## src/rtl/fetch_pkg.sv

```systemverilog
// fetch_pkg: shared state type and defaults for the instruction fetch controller.
package fetch_pkg;
    typedef enum logic {RUN, FAULT} state_e;
    localparam int WORD_BYTES = 4;
    localparam logic [31:0] DEF_RESET_PC = 32'h0000_0000;
    localparam int DEF_MEM_WORDS = 1024;
endpackage

```

## src/rtl/fetch_buf.sv

```systemverilog
// fetch_buf: 2-entry in-order FIFO of {instruction, pc}; the head entry drives the outputs directly.
module fetch_buf (
    input  logic        clk,
    input  logic        rst_n,
    input  logic        push_i,
    input  logic        pop_i,
    input  logic        flush_i,
    input  logic [31:0] data_i,
    input  logic [31:0] pc_i,
    output logic [31:0] data_o,
    output logic [31:0] pc_o,
    output logic [1:0]  occ_o
);
    logic [63:0] head_q, head_d, tail_q, tail_d;
    logic [1:0]  occ_q, occ_d;
    logic        push_ok, pop_ok;

    assign push_ok = push_i && (occ_q != 2'd2 || pop_i);
    assign pop_ok  = pop_i && occ_q != 2'd0;

    // head only moves on a pop or when filling an empty/draining slot, which keeps outputs stable under backpressure
    always_comb begin
        occ_d  = flush_i ? 2'd0 : occ_q + 2'(push_ok) - 2'(pop_ok);
        head_d = head_q;
        tail_d = tail_q;
        if (!flush_i) begin
            if (pop_ok && occ_q == 2'd2)
                head_d = tail_q;
            if (push_ok && (occ_q == 2'd0 || (occ_q == 2'd1 && pop_ok)))
                head_d = {data_i, pc_i};
            if (push_ok && ((occ_q == 2'd1 && !pop_ok) || occ_q == 2'd2))
                tail_d = {data_i, pc_i};
        end
    end

    always_ff @(posedge clk or negedge rst_n) begin
        if (!rst_n) begin
            occ_q  <= 2'd0;
            head_q <= 64'd0;
        end else begin
            occ_q  <= occ_d;
            head_q <= head_d;
        end
    end

    always_ff @(posedge clk)
        tail_q <= tail_d;

    assign data_o = head_q[63:32];
    assign pc_o   = head_q[31:0];
    assign occ_o  = occ_q;
endmodule

```

## src/rtl/fetch_controller.sv

```systemverilog
// fetch_controller: sequential instruction fetch with registered-read memory, 2-entry output buffer,
// redirect handling and a sticky fault on misaligned or out-of-range pc.
module fetch_controller
    import fetch_pkg::*;
#(
    parameter logic [31:0] RESET_PC  = DEF_RESET_PC,
    parameter int          MEM_WORDS = DEF_MEM_WORDS
) (
    input  logic        clk,
    input  logic        rst_n,
    output logic [31:0] mem_addr,
    input  logic [31:0] mem_data,
    output logic        inst_valid,
    input  logic        inst_ready,
    output logic [31:0] inst_data,
    output logic [31:0] inst_pc,
    input  logic        redirect_valid,
    input  logic [31:0] redirect_pc,
    output logic        fault
);
    localparam logic [31:0] PC_LIMIT = 32'(MEM_WORDS * WORD_BYTES);

    state_e      state_q, state_d;
    logic [31:0] pc_q, pc_d, ifpc_q, ifpc_d;
    logic        inflight_q, inflight_d;
    logic [1:0]  occ;
    logic        pop, redir, want, bad, issue, push;

    assign pop   = inst_valid && inst_ready;
    assign redir = redirect_valid && state_q == RUN;
    // space check: entries after this edge plus the read we launch must fit in two slots
    assign want  = state_q == RUN && !redirect_valid
                && ({1'b0, occ} + {2'b0, inflight_q} < 3'd2 + {2'b0, pop});
    assign bad   = pc_q[1:0] != 2'b00 || pc_q >= PC_LIMIT;
    assign issue = want && !bad;
    assign push  = inflight_q && !redir;

    always_comb begin
        state_d    = (want && bad) ? FAULT : state_q;
        pc_d       = redir ? redirect_pc : issue ? pc_q + 32'(WORD_BYTES) : pc_q;
        inflight_d = issue;
        ifpc_d     = issue ? pc_q : ifpc_q;
    end

    always_ff @(posedge clk or negedge rst_n) begin
        if (!rst_n) begin
            state_q    <= RUN;
            pc_q       <= RESET_PC;
            inflight_q <= 1'b0;
            ifpc_q     <= 32'd0;
        end else begin
            state_q    <= state_d;
            pc_q       <= pc_d;
            inflight_q <= inflight_d;
            ifpc_q     <= ifpc_d;
        end
    end

    fetch_buf u_buf (
        .clk    (clk),
        .rst_n  (rst_n),
        .push_i (push),
        .pop_i  (pop),
        .flush_i(redir),
        .data_i (mem_data),
        .pc_i   (ifpc_q),
        .data_o (inst_data),
        .pc_o   (inst_pc),
        .occ_o  (occ)
    );

    assign mem_addr   = pc_q;
    assign inst_valid = occ != 2'd0;
    assign fault      = state_q == FAULT;
endmodule

```

## config.mk

```make
export PLATFORM = sky130hd
export DESIGN_NAME = fetch_controller
export DESIGN_NICKNAME = d
export VERILOG_FILES = /design/src/rtl/fetch_pkg.sv /design/src/rtl/fetch_buf.sv /design/src/rtl/fetch_controller.sv
export SDC_FILE = /design/constraint.sdc
export NUM_CORES = 1
export LEC_CHECK = 0
export BUFFER_PORTS_ARGS = -buffer_cell sky130_fd_sc_hd__clkbuf_2
export CORE_UTILIZATION = 54
export DETAILED_ROUTE_END_ITERATION = 6
export GPL_ROUTABILITY_DRIVEN = 1
export PLACE_DENSITY = 0.8
export SYNTH_ARGS = -nofsm -noshare
export SYNTH_HDL_FRONTEND = slang
export SYNTH_SLANG_ARGS = --single-unit
export TNS_END_PERCENT = 10
```

## constraint.sdc

```tcl
create_clock -name clk -period 7.1 [get_ports clk]
set_input_delay 0.355 -clock clk [delete_from_list [all_inputs] [get_ports clk]]
set_output_delay 0.355 -clock clk [all_outputs]
set_load 0.02 [all_outputs]
```

==> out/qor.yml <==
outcome: "finished, final reports clean"
die-area_um2: 14700
hp-class: "input pin to asynchronous set/reset pin"
place_congestion: 0.801
critical_path.top_delay_family: "buffers and inverters"
crit_buf_inv: 2
drive_above_1_share: 0.264
synth.avg_cell_area_um2: 12.1
synth.largest_area_cell: "dfrtp_1"
hold_viol: 0
postRouteAntennaNets: 0
syn-num-nets: 709
ir_drop_v: 0.000228
cp_max_fo: 47
antenna_cells: 0
grt_max_degree: 129
track_usage: 0.223
maxSlewViolCount: 0
initial_utilization: 0.554
crit_path_frequent_cell: "ha_1"
ys_async_sr_fraction: 0.673
fin_cells: 983
ys_top_cells_by_area: "dfrtp_1 43%, edfxtp_1 25%, mux2i_1 8.5%, nand2_1 7.6%, o21ai_0 4.6%"
r2r_setup_slack_ns: 4.61
die_x_um: 121
syn_area_um2: 7690
cts_tree: "yes"
post_cts.repair.setup_buffers: 0
synth-seq-area-share: 0.679
cap_violations: 0
slowest_stage: "dfrtp_1"
setup_tns_ns: 0
finalClockSkew_ns: 0.0106
layout_common_cells: "164 x clkbuf_2, 156 x nand2_1, 132 x dfrtp_1, 70 x o21ai_0, 65 x mux2i_1"
n_fill_cell: 1057
wl_mm: 15.6
crit_start: "inflight_q"
root_buffer: "clkbuf_16"
yosysWarnings: 0
end_kind: "flop"
powerDensity_nw_per_um2: 390
cpPeakStageDelay_ns: 0.45
critPathArrivalTime_ns: 2.82
clockBufferDepth: 2
die_y_um: 121
start_kind: "flop"
rsz0062_at_grt: "no"
synth-edff-count: 64
grt_pass1_vias: 5088
cp.required_ns: 7.42
tightest_slew_ns: 1.15
drtPass1Iterations: 4
dp_hpwl_mm: 10.2
io_pins: 166
power.leakage_nw: 4.78
final_common_cell: "clkbuf_2"
path_cells: "ha_1 -> ha_1 -> nor3_1 -> nand4bb_2 -> buf_4 -> inv_6 -> mux2_2 -> o221a_2"
clock_latency_ns: 0.43
grt_overflow: 0
cts.sinks: 196
h-tree-depth: 4
dp.cells: 951
synthFlopType: "dfrtp_1"
path_clk_slew_ns: 0.07
cts.repair.resized: 0
timing.rr.start: "inflight_q"
drc: 0
period_share: 0.351
core_um2: 13900
synth_top_area_frac: 0.430
syn_inst: 635
port_buffers: 165
vias: 5252
area_growth_syn_to_layout_pct: 19.6
fin_crit_ns: 2.49
setup_viol: 0
ys_ff_latch: 196
wl_per_cell_um: 15.9
drt_iter0_drc: 404
ys_types: 41
grt_pass1_wl_mm: 25.2
antenna_found_initial: 0
crit_type: "flop to flop"
nets: 864
cts_hold_buf: 0
rows: 43
cts_buffers: 17
via_per_inst: 5.34
slew_headroom: 0.231
fmax_mhz: 401
-- area by class of cell --
type / count / area (um2) / share of cell area
Clock inverter: 9 / 52.6 / 0.00571
Multi-Input combinational cell: 395 / 2300 / 0.250
Timing Repair Buffer: 172 / 881 / 0.0958
Inverter: 8 / 35.0 / 0.00381
Sequential cell: 196 / 5230 / 0.568
Tap cell: 180 / 225 / 0.0245
Clock buffer: 23 / 478 / 0.0520
-- logic make-up after synthesis --
family / share of synthesized area
DFF: 0.679
adders and majority gates: 0.00976
buffers and inverters: 0.0267
xor gates and xnor gates: 0.00228
muxes: 0.0861
and+or+nand+nor: 0.134
AOI/OAI and AO/OA: 0.0613
-- per-layer routing --
layer  vias up  part of all wire  track usage
met5         -                 0            0
met4         0             0.014       0.0710
met3        19             0.075       0.0677
met2       207              0.47        0.350
met1      2533              0.44        0.297
li1       2493                 -            -
-- per-stage QoR --
step | setup slack [ns] | total power, mW | instance area [um2] | hold slack [ns] | util
2_1_floorplan | 0.913 | 2.29 | 7690 | 0.0594 | -
3_3_place_gp | 4.73 | 2.69 | 8670 | 0.451 | 0.624
3_5_place_dp | 4.61 | 2.75 | 8670 | 0.456 | 0.624
4_1_cts | 4.59 | 3.61 | 9200 | 0.0927 | 0.663
5_1_grt | 4.48 | 3.78 | 9200 | 0.103 | 0.663
6_report | 4.61 | 3.59 | 9200 | 0.0451 | 0.663
-- registers in the layout (all words and copies together) (netlist names) --
register / cells
ifpc_q: 32
inflight_q: 1
mem_addr: 32
u_buf.occ_o: 2
u_buf.head_q: 64
u_buf.tail_q: 64
fault: 1
-- power by group --
| part | internal [mW] | switching [mW] |
|---|---|---|
| clock | 0.474 | 0.394 |
| combinational | 0.345 | 0.725 |
| sequential | 1.44 | 0.215 |
-- synthesized netlist by cell type (2+ instances only) --
library cell  number
nand2_1          156
dfrtp_1          132
o21ai_0           71
mux2i_1           65
edfxtp_1          64
and2_1            23
clkbuf_1          16
nor2_1            15
buf_2             13
nor3_1            13
inv_1              7
ha_1               6
nand3_1            6
buf_1              4
nand4_1            4
nor4_1             4
and3_1             3
nor3b_1            3
a21oi_1            2
a31oi_1            2
buf_6              2
nand2b_1           2
nor2b_1            2
o221a_2            2
o32ai_1            2
-- worst paths after layout --
check,cells after the start,to
setup / recovery,8,mem_addr[5]
hold / removal,1,u_buf.head_q[60]
setup reg to reg,8,mem_addr[5]
hold reg to reg,0,u_buf.tail_q[0]
max in group asynchronous,2,mem_addr[20]
min in group clk,3,mem_addr[28]
(Power assumes the default switching activity.)
